File: src/rtl/gpr_file_sb_pkg.sv
// gpr_pkg: shared constants, types and helpers for the GPR file with scoreboard.
// Contents: default geometry, data/address typedefs, and an address-range check
// that is used wherever DEPTH may not be a power of two.
package gpr_pkg;

  localparam int GPR_WIDTH = 16;
  localparam int GPR_DEPTH = 8;
  localparam int GPR_AW    = $clog2(GPR_DEPTH);

  typedef logic [GPR_WIDTH-1:0] gpr_data_t;
  typedef logic [GPR_AW-1:0]    gpr_addr_t;

  // True when addr names an existing register.
  function automatic logic gpr_addr_valid(input int unsigned addr, input int unsigned depth);
    return addr < depth;
  endfunction

endpackage

File: src/rtl/gpr_file_sb_if.sv
// gpr_file_sb_if: decode/writeback <-> register file bus.
// master: drives write port(s), read requests and reservations (decode/writeback).
// slave : register file; returns read data, read busy flags, rsv_ok and busy_vec.
// Multi-port fields are flattened: port p occupies [p*W +: W].
interface gpr_file_sb_if #(
  parameter int WIDTH  = 16,
  parameter int DEPTH  = 8,
  parameter int NUM_RD = 2,
  parameter int NUM_WR = 1,
  localparam int AW    = $clog2(DEPTH)
);
  logic [NUM_WR-1:0]       wr_en;
  logic [NUM_WR*AW-1:0]    wr_addr;
  logic [NUM_WR*WIDTH-1:0] wr_data;
  logic [NUM_RD-1:0]       rd_en;
  logic [NUM_RD*AW-1:0]    rd_addr;
  logic [NUM_RD*WIDTH-1:0] rd_data;
  logic [NUM_RD-1:0]       rd_busy;
  logic                    rsv_en;
  logic [AW-1:0]           rsv_addr;
  logic                    rsv_ok;
  logic [DEPTH-1:0]        busy_vec;

  modport master (
    output wr_en, wr_addr, wr_data, rd_en, rd_addr, rsv_en, rsv_addr,
    input  rd_data, rd_busy, rsv_ok, busy_vec
  );

  modport slave (
    input  wr_en, wr_addr, wr_data, rd_en, rd_addr, rsv_en, rsv_addr,
    output rd_data, rd_busy, rsv_ok, busy_vec
  );
endinterface

File: src/rtl/gpr_file_sb_scoreboard.sv
// gpr_scoreboard: per-register busy bits for RAW hazard detection.
// Ports: clk, rst (async, active-high); wr_en_i/wr_addr_i (writeback, clears busy);
// rsv_en_i/rsv_addr_i (issue, sets busy); rsv_ok_o (comb accept); busy_vec_o (state).
module gpr_scoreboard
  import gpr_pkg::*;
#(
  parameter int DEPTH   = 8,
  parameter int NUM_WR  = 1,
  parameter int ZERO_R0 = 0,
  localparam int AW     = $clog2(DEPTH)
) (
  input  logic                 clk,
  input  logic                 rst,
  input  logic [NUM_WR-1:0]    wr_en_i,
  input  logic [NUM_WR*AW-1:0] wr_addr_i,
  input  logic                 rsv_en_i,
  input  logic [AW-1:0]        rsv_addr_i,
  output logic                 rsv_ok_o,
  output logic [DEPTH-1:0]     busy_vec_o
);

  logic [DEPTH-1:0] busy_q, busy_d;
  logic [DEPTH-1:0] wr_hit;
  logic             rsv_is_r0;

  always_comb begin
    wr_hit = '0;
    for (int p = 0; p < NUM_WR; p++) begin
      if (wr_en_i[p] && gpr_addr_valid(32'(wr_addr_i[p*AW +: AW]), DEPTH))
        wr_hit[wr_addr_i[p*AW +: AW]] = 1'b1;
    end

    // Hardwired R0 has no producer to wait for, so it is always accepted.
    rsv_is_r0 = (ZERO_R0 != 0) && (rsv_addr_i == '0);

    rsv_ok_o = 1'b0;
    if (rsv_en_i && gpr_addr_valid(32'(rsv_addr_i), DEPTH))
      rsv_ok_o = rsv_is_r0 || !busy_q[rsv_addr_i] || wr_hit[rsv_addr_i];

    // Clear first, then set: a same-cycle write and new reservation leaves
    // the register owned by the new producer.
    busy_d = busy_q & ~wr_hit;
    if (rsv_ok_o && !rsv_is_r0)
      busy_d[rsv_addr_i] = 1'b1;
  end

  always_ff @(posedge clk or posedge rst) begin
    if (rst) busy_q <= '0;
    else     busy_q <= busy_d;
  end

  assign busy_vec_o = busy_q;

endmodule

File: src/rtl/gpr_file_sb.sv
// gpr_file_sb: parametrised GPR file with N read / M write ports, optional
// hardwired-zero R0, same-cycle write-to-read bypass and a busy scoreboard.
// Ports: clk, rst (async, active-high); bus (gpr_file_sb_if.slave) carrying
// write ports, read ports (comb data + busy), reservation and busy_vec.
module gpr_file_sb
  import gpr_pkg::*;
#(
  parameter int WIDTH   = GPR_WIDTH,
  parameter int DEPTH   = GPR_DEPTH,
  parameter int NUM_RD  = 2,
  parameter int NUM_WR  = 1,
  parameter int ZERO_R0 = 0,
  parameter int BYPASS  = 1,
  localparam int AW     = $clog2(DEPTH)
) (
  input logic          clk,
  input logic          rst,
  gpr_file_sb_if.slave bus
);

  logic [DEPTH-1:0][WIDTH-1:0] regs_q, regs_d;
  logic [DEPTH-1:0]            busy_vec;

  // Storage: ports applied in ascending order so the highest port wins a tie.
  always_comb begin
    regs_d = regs_q;
    for (int p = 0; p < NUM_WR; p++) begin
      if (bus.wr_en[p] && gpr_addr_valid(32'(bus.wr_addr[p*AW +: AW]), DEPTH) &&
          !((ZERO_R0 != 0) && (bus.wr_addr[p*AW +: AW] == '0)))
        regs_d[bus.wr_addr[p*AW +: AW]] = bus.wr_data[p*WIDTH +: WIDTH];
    end
  end

  always_ff @(posedge clk or posedge rst) begin
    if (rst) regs_q <= '0;
    else     regs_q <= regs_d;
  end

  gpr_scoreboard #(
    .DEPTH   (DEPTH),
    .NUM_WR  (NUM_WR),
    .ZERO_R0 (ZERO_R0)
  ) u_sb (
    .clk        (clk),
    .rst        (rst),
    .wr_en_i    (bus.wr_en),
    .wr_addr_i  (bus.wr_addr),
    .rsv_en_i   (bus.rsv_en),
    .rsv_addr_i (bus.rsv_addr),
    .rsv_ok_o   (bus.rsv_ok),
    .busy_vec_o (busy_vec)
  );

  assign bus.busy_vec = busy_vec;

  // Read ports: one mux per port.
  for (genvar r = 0; r < NUM_RD; r++) begin : g_rd
    logic [AW-1:0]    addr;
    logic [WIDTH-1:0] data;
    logic             busy;
    logic             byp_hit;

    assign addr = bus.rd_addr[r*AW +: AW];

    always_comb begin
      data    = '0;
      busy    = 1'b0;
      byp_hit = 1'b0;
      if (bus.rd_en[r] && gpr_addr_valid(32'(addr), DEPTH) &&
          !((ZERO_R0 != 0) && (addr == '0))) begin
        data = regs_q[addr];
        busy = busy_vec[addr];
        if (BYPASS != 0) begin
          for (int p = 0; p < NUM_WR; p++) begin
            if (bus.wr_en[p] && (bus.wr_addr[p*AW +: AW] == addr)) begin
              data    = bus.wr_data[p*WIDTH +: WIDTH];
              byp_hit = 1'b1;
            end
          end
        end
        // The producer is delivering right now, so the reader need not stall.
        if (byp_hit) busy = 1'b0;
      end
    end

    assign bus.rd_data[r*WIDTH +: WIDTH] = data;
    assign bus.rd_busy[r]                = busy;
  end

endmodule

File: src/flat_wrapper.sv
// flat-port wrapper written by rule: the top's interface ports become plain ports
module gpr_file_sb_flat import gpr_pkg::*;
#(
  parameter int WIDTH   = GPR_WIDTH,
  parameter int DEPTH   = GPR_DEPTH,
  parameter int NUM_RD  = 2,
  parameter int NUM_WR  = 1,
  parameter int ZERO_R0 = 0,
  parameter int BYPASS  = 1,
  localparam int AW     = $clog2(DEPTH)
)
  (clk, rst, bus_wr_en, bus_wr_addr, bus_wr_data, bus_rd_en, bus_rd_addr, bus_rsv_en, bus_rsv_addr, bus_rd_data, bus_rd_busy, bus_rsv_ok, bus_busy_vec);
  gpr_file_sb_if #(.WIDTH(WIDTH), .DEPTH(DEPTH), .NUM_RD(NUM_RD), .NUM_WR(NUM_WR)) bus_i ();
  input logic clk;
  input logic rst;
  input wire logic [$bits(bus_i.wr_en)-1:0] bus_wr_en;
  input wire logic [$bits(bus_i.wr_addr)-1:0] bus_wr_addr;
  input wire logic [$bits(bus_i.wr_data)-1:0] bus_wr_data;
  input wire logic [$bits(bus_i.rd_en)-1:0] bus_rd_en;
  input wire logic [$bits(bus_i.rd_addr)-1:0] bus_rd_addr;
  input wire logic [$bits(bus_i.rsv_en)-1:0] bus_rsv_en;
  input wire logic [$bits(bus_i.rsv_addr)-1:0] bus_rsv_addr;
  output wire logic [$bits(bus_i.rd_data)-1:0] bus_rd_data;
  output wire logic [$bits(bus_i.rd_busy)-1:0] bus_rd_busy;
  output wire logic [$bits(bus_i.rsv_ok)-1:0] bus_rsv_ok;
  output wire logic [$bits(bus_i.busy_vec)-1:0] bus_busy_vec;
  assign bus_i.wr_en = bus_wr_en;
  assign bus_i.wr_addr = bus_wr_addr;
  assign bus_i.wr_data = bus_wr_data;
  assign bus_i.rd_en = bus_rd_en;
  assign bus_i.rd_addr = bus_rd_addr;
  assign bus_i.rsv_en = bus_rsv_en;
  assign bus_i.rsv_addr = bus_rsv_addr;
  assign bus_rd_data = bus_i.rd_data;
  assign bus_rd_busy = bus_i.rd_busy;
  assign bus_rsv_ok = bus_i.rsv_ok;
  assign bus_busy_vec = bus_i.busy_vec;
  gpr_file_sb #(.WIDTH(WIDTH), .DEPTH(DEPTH), .NUM_RD(NUM_RD), .NUM_WR(NUM_WR), .ZERO_R0(ZERO_R0), .BYPASS(BYPASS)) u_core (.clk(clk), .rst(rst), .bus(bus_i));
endmodule
File: config.mk
export PLATFORM = sky130hd
export DESIGN_NAME = gpr_file_sb_flat
export DESIGN_NICKNAME = d
export VERILOG_FILES = /design/src/rtl/gpr_file_sb_pkg.sv /design/src/rtl/gpr_file_sb_if.sv /design/src/rtl/gpr_file_sb_scoreboard.sv /design/src/rtl/gpr_file_sb.sv /design/src/flat_wrapper.sv
export SDC_FILE = /design/constraint.sdc
export NUM_CORES = 1
export LEC_CHECK = 0
export BUFFER_PORTS_ARGS = -buffer_cell sky130_fd_sc_hd__buf_2
export CAP_MARGIN = 15
export CORE_ASPECT_RATIO = 1.4
export CORE_MARGIN = 1.5
export CORE_UTILIZATION = 56
export DETAILED_ROUTE_END_ITERATION = 12
export PLACE_DENSITY = 0.76
export SYNTH_ARGS = -nofsm -noshare
export SYNTH_HDL_FRONTEND = slang
export SYNTH_SLANG_ARGS = --single-unit
File: constraint.sdc
create_clock -name clk -period 13.64 [get_ports clk]
set_clock_uncertainty 0.15 [all_clocks]
set_input_delay 2.728 -clock clk [delete_from_list [all_inputs] [get_ports clk]]
set_output_delay 2.728 -clock clk [all_outputs]
set_load 0.02 [all_outputs]
### After elaboration in Yosys (flattened, before gate mapping)

Index checks and enable logic that the tools add are counted.

| storage, ports and cells | value |
|---|---|
| register bits after elaboration | 136 |
| output and inout bits | 43 |
| word-level logic and storage cells | 60 |

| cells by class | value |
|---|---|
| $lt $le $gt $ge | 6 |
| equal/unequal tests | 2 |
| mux-type cells | 34 |
| bitwise logic cells | 3 |
| reduce and logical (&&, ||, !) cells | 6 |

Operators with widths:

| kind | number |
|---|---|
| $bwmux W128 | 1 |
| $mux W16 | 7 |
| $bmux W16 S3 | 2 |
| $demux W16 S3 | 1 |
| $lt A3 B4 Y1 const B | 4 |
| $mux W8 | 2 |
| $mux W1 | 15 |
| $bmux W1 S3 | 4 |
| $and A8 B8 Y8 | 1 |
| $not A8 Y8 | 1 |
| $or A8 B8 Y8 | 1 |
| $demux W1 S3 | 2 |
| $eq A3 B3 Y1 | 2 |
| $ge A3 B1 Y1 const B | 2 |
| $logic_and A1 B1 Y1 | 4 |
| $logic_not A1 Y1 | 1 |
| $logic_or A1 B1 Y1 | 1 |

### Logic depth before layout (Yosys ltp)

Gate-level depths: netlist (run 1).

| logic depth | value |
|---|---|
| word-level depth | 10 |
| depth in mapped cells | 7 |

### Modules after synthesis

A second synthesis (run 1) with hierarchy kept.

| unflattened totals | value |
|---|---|
| cells, all modules | 628 |
| area total of the unflattened synthesis | 8016.4 µm² |

Modules (own cells, without submodules):

| module | instances | cells an instance | area an instance (µm²) |
|---|---|---|---|
| gpr_file_sb | 1 | 573 | 7403.4 |
| gpr_scoreboard | 1 | 55 | 613.1 |

### Worst setup path before layout (run 1)

OpenSTA, ideal clock, no wires.

| timing path | value |
|---|---|
| path kind | input to output |
| start point | input bus_rd_addr[3] |
| end point | output bus_rd_busy[1] |
| data arrival time | 3969 ps |
| data required time | 10762 ps |
| slack | 6793 ps |
| stages | 6 |
| buffers on the path | 3 |
| cell sequence | buf_2 > buf_4 > mux4_2 > mux2i_1 > nor2_1 > buf_4 |

| between the ends | value |
|---|---|
| word-level cells in the longest chain between the ends | 6 |
| elaborated cells on any way between the ends | 8 |

RTL lines:

| what | RTL line | source |
|---|---|---|
| start: declaration | flat_wrapper.sv:20 | `input wire logic [$bits(bus_i.rd_addr)-1:0] bus_rd_addr;` |
| $eq A3 B3 Y1 | gpr_file_sb.sv:75 | `if (bus.wr_en[p] && (bus.wr_addr[p*AW +: AW] == addr)) begin` |
| $logic_and A1 B1 Y1 | gpr_file_sb.sv:75 |  |
| $mux W1 | gpr_file_sb.sv:75 |  |
| $mux W1 | gpr_file_sb.sv:69 | `if (bus.rd_en[r] && gpr_addr_valid(32'(addr), DEPTH) &&` |
| $mux W1 (*) | gpr_file_sb.sv:82 | `if (byp_hit) busy = 1'b0;` |
| $mux W1 (*) | gpr_file_sb.sv:69 |  |
| end: declaration | flat_wrapper.sv:24 | `output wire logic [$bits(bus_i.rd_busy)-1:0] bus_rd_busy;` |

Mark *: on every way between the ends. The rest lies on a longest branch, timed or not. The select of a mux whose other input is x is not followed.

### Worst setup path after layout (run 1)

| timing path | value |
|---|---|
| start point | input bus_rd_addr[1] |
| end point | output bus_rd_data[0] |

| between the ends | value |
|---|---|
| word-level cells in the longest chain between the ends | 4 |
| elaborated cells on any way between the ends | 6 |

RTL lines:

| what | RTL line | source |
|---|---|---|
| $bmux W16 S3 / $eq A3 B3 Y1 (equally long branches) | gpr_file_sb.sv:71, gpr_file_sb.sv:75 |  |
| $mux W16 (implied by the code) / $logic_and A1 B1 Y1 (equally long branches) | gpr_file_sb.sv:71, gpr_file_sb.sv:75 |  |
| $mux W16 (*) | gpr_file_sb.sv:75 |  |
| $mux W16 (*) | gpr_file_sb.sv:69 |  |
| end: declaration | flat_wrapper.sv:23 | `output wire logic [$bits(bus_i.rd_data)-1:0] bus_rd_data;` |

Marked as above.

==> out/results.tsv, run 1 <==
stage	metric	value	unit
run_status	status	completed	
timing	RSZ-0062 raised after global routing	false	
setup_path	RR Endpoint	u_core.u_sb.busy_vec_o[2]	
global_route	vias in the first global route	5259	
power	PD cells	158	nW/um^2
cells_and_area	fill count	1019	
power	static leakage power	3.81	nW
floorplanning	core box area	13800	sq um
placement	Routability Congestion	0.840	
global_route	first-pass GRT wire length	29600	microns
routing	# DRC	0	
yosys	Primary FF master, synth	dfrtp_1	
yosys	Synth Net Count	592	
clocking	clk root buf	clkbuf_16	
setup_path	slowest CP cell	buf_2	
routing	Pre-antenna DRT Iters	4	
yosys	synth warn	0	
yosys	area share of the largest cell type after synthesis	43.0	%
cells_and_area	ratio of cells with drive above 1 in the final layout	52.5	%
clocking	setup bufs post-CTS	0	
yosys	Cells after Synth	558	
power	peak supply drop	0.0994	mV
cells_and_area	area grow syn2layout	12.5	%
yosys	EDFF count, synth	0	
timing	Max Clk Rate	0.129	GHz
placement	placed cell areas	8240	sq um
setup_path	critical path arrival	4.90	ns
clocking	clk_lat worst skew	0.42	ns
yosys	Synth area leaders	dfrtp_1, mux4_2, mux2_2, mux2i_1, o21ai_0	
yosys	FF+latch count, synth	136	
setup_path	crit-path max FO	35	
power	total power	1.41	mW
placement	PortBufs	76	
clocking	largest buffer count on any clock path	2	
clocking	CTS tree	yes	
timing	Fin. Hold Viols	0	
setup_path	Worst EP required	10.76	ns
yosys	cell taking the most area after synthesis	dfrtp_1	
clocking	H-tree levels	4	
floorplanning	Row Count	51	
setup_path	Worst Setup Start Kind	primary input	
setup_path	CP Launch Point	bus_rd_addr[1]	
yosys	sequential-to-total area share from yosys stat	43.0	%
clocking	clock sinks	136	
routing	Final ANT Viol Nets	0	
setup_path	CP Cell Sequence	buf_2, xnor2_1, nand4_1, buf_4, o21ai_0, a21oi_1, buf_2	
cells_and_area	nets@finish	636	
routing	Initial DRC Count	284	
setup_path	cell count of the worst reg-to-reg path	4	
routing	wire per inst	23.7	microns
yosys	Mapped Area	7910	sq um
cells_and_area	Antenna Cells	0	
timing	fin crit period	7.77	ns
setup_path	RR Startpoint	u_core.u_sb.busy_vec_o[2]	
timing	period utilization	57.0	%
routing	via count	5001	
yosys	cell with the most instances after synthesis	dfrtp_1	
clocking	CTS Hold Bufs	0	
job	total of max-cap violations	0	
clocking	Reg clk slew, reported paths	0.06	ns
placement	DPL Wire Length	11200	microns
clocking	Post-CTS Resized	0	
global_route	gr ovfl total	0	
timing	Setup Viol. Count Final	0	
timing	Rel. slew slack	32.4	%
floorplanning	Die Y	144	microns
min_path	worst min path class	reg2reg	
yosys	asr flop ratio synth	100	%
yosys	most frequent cells after synthesis	dfrtp_1, mux2_2, mux4_2	
timing	TNS Setup	0	ns
setup_path	critical path type	in2out	
cells_and_area	Final Util	64.3	%
global_route	initial antenna violation count	0	
routing	Routed WL	18900	microns
floorplanning	Starting Density	57.1	%
setup_path	CP Capture Type	output port	
global_route	Total Routing Usage GR	27.7	%
yosys	synth unique cells	38	
timing	fin. max-slew vios	0	
floorplanning	DIE WIDTH	103	microns
setup_path	highest cell delay on the worst timing path	0.76	ns
setup_path	CP most frequent cell	buf_2	
cells_and_area	design area	8900	sq um
floorplanning	Top Ports	77	
setup_path	CP Capture Point	bus_rd_data[0]	
yosys	Syn Area/Cell	14.2	sq um
routing	vias per cell	6.25	
setup_path	setup slack, reg-to-reg	11.90	ns
clocking	clock buffer count from CTS	17	
global_route	largest net degree at the start of global routing	77	
timing	Least-Margin Pin Slew	1.01	ns
floorplanning	die footprint	14900	sq um
[report_power, final]
part           internal, mW  switching [mW]
Clock                 0.328           0.173
Sequential            0.494          0.0708
Combinational         0.195           0.149
Total                  1.02           0.393
[state kept, by name, summed over array words and instances (netlist names)]
register	count
u_core.u_sb.busy_vec_o	8
u_core.regs_q	128
[final cells by class]
class / instances / area (sq um) / area share, %
inverter: 5 / 21.3 / 0.239
clock inverter: 13 / 201 / 2.26
multi-input combinational: 357 / 4150 / 46.6
clock buffer: 19 / 443 / 4.97
tap: 185 / 231 / 2.60
timing repair buffer: 85 / 455 / 5.12
sequential: 136 / 3400 / 38.2
[worst min path at each step]
stage | cells after the start | start | end
6_report | 1 | u_core.regs_q[104] | u_core.regs_q[104]
5_1_grt | 1 | u_core.regs_q[43] | u_core.regs_q[43]
4_1_cts | 1 | u_core.regs_q[104] | u_core.regs_q[104]
3_5_place_dp | 1 | u_core.regs_q[98] | u_core.regs_q[98]
3_3_place_gp | 1 | u_core.regs_q[52] | u_core.regs_q[52]
2_1_floorplan | 1 | u_core.regs_q[105] | u_core.regs_q[105]
[layout by cell type, fill, tap and decap left out, types with 4 or more instances in the layout]
cell / Yosys / final
clkinv_2: 0 / 4
inv_1: 5 / 4
mux2_2: 120 / 120
bufinv_16: 0 / 5
nand2_1: 10 / 10
a21oi_1: 32 / 32
mux4_2: 68 / 68
xnor2_1: 7 / 7
o21ai_0: 36 / 36
mux2i_1: 37 / 37
dfrtp_1: 136 / 136
nand2b_1: 5 / 5
clkbuf_16: 0 / 17
buf_2: 21 / 76
buf_4: 12 / 8
nor2_1: 4 / 4
mux2_4: 9 / 9
[critical path, delay by kind of cell]
kind	cells	cell delay (ns)
AO/OA/AOI/OAI	2	0.25
XOR/XNOR	1	0.20
buffers and inverters	3	1.31
AND/OR/NAND/NOR	1	0.38
[per-layer routing]
| metal | vias up | wire length [microns] | global-route usage (%) |
|---|---|---|---|
| li1 | 2225 | - | - |
| met1 | 2611 | 7820 | 36.0 |
| met2 | 139 | 10100 | 47.0 |
| met3 | 26 | 660 | 3.75 |
| met4 | 0 | 355 | 10.3 |
| met5 | - | 0 | 0 |
[cell families (layout without fill, tap and decap cells)]
kind of cell           Yosys count  after routing  share of synthesized area [%]
AO/OA/AOI/OAI                   76             76                           5.06
XOR/XNOR                         9              9                          0.996
buffers and inverters           65            122                           4.57
flip-flops                     136            136                           43.0
multiplexers                   234            234                           42.8
AND/OR/NAND/NOR                 38             38                           3.54
[per-stage QoR]
stage / hold slack (ns) / setup WS (ns) / std cells
2_1_floorplan: 0.341 / 6.79 / 558
5_1_grt: 0.390 / 5.71 / 800
3_3_place_gp: 0.350 / 5.95 / 767
6_report: 0.368 / 5.87 / 800
4_1_cts: 0.370 / 5.88 / 799
3_5_place_dp: 0.361 / 5.86 / 767
Note: power is estimated with default switching activity, not from simulation.
==> run 2, diff against run 1 <==
- clock period: 13.64 -> 7.7 ns (I/O delays scaled with it)
==> out/results.tsv, run 2 (synthesized netlist as in run 1, its figures left out) <==
stage	metric	value	unit	change
run_status	status	completed		
cells_and_area	most frequent cells in the layout	dfrtp_1, mux2_2, buf_2		
clocking	setup bufs post-CTS	0		unchanged
timing	Setup Viol. Count Final	0		unchanged
min_path	WHS Path Cells	1		unchanged
global_route	Total Routing Usage GR	28.0	%	+0.31 points
power	PD cells	281	nW/um^2	+78%
placement	PortBufs	76		unchanged
routing	Final ANT Viol Nets	0		unchanged
timing	fin. max-slew vios	0		unchanged
floorplanning	die footprint	14900	sq um	unchanged
clocking	largest buffer count on any clock path	2		unchanged
placement	DPL Wire Length	11300	microns	+0.87%
floorplanning	Top Ports	77		unchanged
routing	wire per inst	23.8	microns	+0.66%
clocking	Reg clk slew, reported paths	0.06	ns	about the same
global_route	initial antenna violation count	0		unchanged
clocking	H-tree levels	4		unchanged
setup_path	crit-path max FO	19		-46%
floorplanning	Row Count	51		unchanged
timing	RSZ-0062 raised after global routing	false		
cells_and_area	ratio of cells with drive above 1 in the final layout	52.5	%	unchanged
placement	placed cell areas	8260	sq um	+0.18%
setup_path	critical path type	in2out		
floorplanning	core box area	13800	sq um	unchanged
cells_and_area	nets@finish	637		+0.16%
setup_path	critical path arrival	3.81	ns	-1.09 ns
job	total of max-cap violations	0		unchanged
clocking	clk root buf	clkbuf_16		
placement	Routability Congestion	0.862		+2.5%
routing	Initial DRC Count	318		+12%
timing	Max Clk Rate	0.182	GHz	
routing	Pre-antenna DRT Iters	5		+1
clocking	clock buffer count from CTS	17		unchanged
clocking	clk_lat worst skew	0.42	ns	about the same
setup_path	CP Capture Type	output port		
cells_and_area	design area	8900	sq um	about the same
timing	Rel. slew slack	29.9	%	-2.5 points
cells_and_area	Antenna Cells	0		unchanged
cells_and_area	commonest non-fill, non-tap cell in the layout	dfrtp_1		
timing	Fin. Hold Viols	0		unchanged
clocking	CTS tree	yes		
floorplanning	DIE WIDTH	103	microns	unchanged
timing	TNS Setup	0	ns	unchanged
power	static leakage power	3.81	nW	+0.19%
routing	# DRC	0		unchanged
min_path	worst min path class	reg2reg		
clocking	CTS Hold Bufs	0		unchanged
global_route	vias in the first global route	5408		+2.8%
global_route	largest net degree at the start of global routing	85		+10%
floorplanning	Die Y	144	microns	unchanged
timing	Least-Margin Pin Slew	1.05	ns	+0.0370 ns
global_route	gr ovfl total	0		unchanged
global_route	first-pass GRT wire length	30000	microns	+1.4%
cells_and_area	largest reg by FF count	u_core.regs_q		
timing	period utilization	71.4	%	
cells_and_area	area grow syn2layout	12.5	%	about the same
setup_path	Worst Setup Start Kind	primary input		
power	peak supply drop	0.193	mV	+94%
clocking	Post-CTS Resized	0		unchanged
timing	fin crit period	5.50	ns	
cells_and_area	max reg flops	128		unchanged
routing	via count	5073		+1.4%
setup_path	Worst EP required	6.01	ns	-4.75 ns
floorplanning	Starting Density	57.1	%	unchanged
clocking	clock sinks	136		unchanged
routing	Routed WL	19100	microns	+0.66%
routing	vias per cell	6.34		+1.4%
setup_path	cell count of the worst reg-to-reg path	4		unchanged
-- run 2: changes by cell type in the layout (fill, tap and decap cells not counted) --
cell,previous run,this run
clkinv_2,4,3
buf_8,1,0
inv_6,0,1
buf_4,8,10
clkinv_4,1,2
clkinvlp_4,3,1
-- run 2: final timing paths --
| check | from | end | slack, ns |
|---|---|---|---|
| setup / recovery | bus_rd_addr[2] | bus_rd_data[11] | 2.20 |
| hold / removal | u_core.regs_q[50] | u_core.regs_q[50] | 0.38 |
| setup reg to reg | u_core.u_sb.busy_vec_o[0] | u_core.u_sb.busy_vec_o[2] | 6.03 |
| hold reg to reg | u_core.regs_q[50] | u_core.regs_q[50] | 0.38 |
| max in group asynchronous | rst | u_core.regs_q[115] | 4.84 |
| min in group asynchronous | rst | u_core.regs_q[27] | 1.06 |
-- run 2: power by group --
part	internal, mW	switching, mW
combinational	0.346	0.264
sequential	0.875	0.124
clock	0.581	0.313
total	1.80	0.701
-- run 2: through the flow --
| stage | setup WS [ns] | hold slack [ns] | total power [mW] | instances | util [%] |
|---|---|---|---|---|---|
| 2_1_floorplan | 2.37 | 0.341 | 1.46 | 558 | - |
| 3_3_place_gp | 2.30 | 0.351 | 1.58 | 769 | 59.6 |
| 3_5_place_dp | 2.29 | 0.364 | 1.62 | 769 | 59.6 |
| 4_1_cts | 2.27 | 0.378 | 2.51 | 800 | 64.3 |
| 5_1_grt | 2.08 | 0.397 | 2.60 | 800 | 64.3 |
| 6_report | 2.20 | 0.380 | 2.50 | 800 | 64.3 |
-- run 2: layer usage --
| metal | part of all wire [%] | vias up | track usage, % |
|---|---|---|---|
| met5 | 0 | - | 0 |
| met4 | 2.1 | 0 | 9.17 |
| met3 | 5.9 | 33 | 5.64 |
| met2 | 53 | 168 | 47.2 |
| met1 | 39 | 2644 | 36.1 |
| li1 | - | 2228 | - |
-- run 2: cell type report --
type                    count  area [sq um]
fillers                  1029          4950
well taps                 185           231
inverters                   5          21.3
flip-flops and latches    136          3400
repair buffers             86           455
clock inverters            12           199
multi-input cells         357          4150
clock buffers              19           443
-- run 2: worst max-delay path, cell delays in order --
cell and delay, ns:
buf_2 0.55, xnor2_1 0.20, nand4_1 0.60, buf_4 0.47, o21ai_0 0.18, a21oi_1 0.07
buf_2 0.17
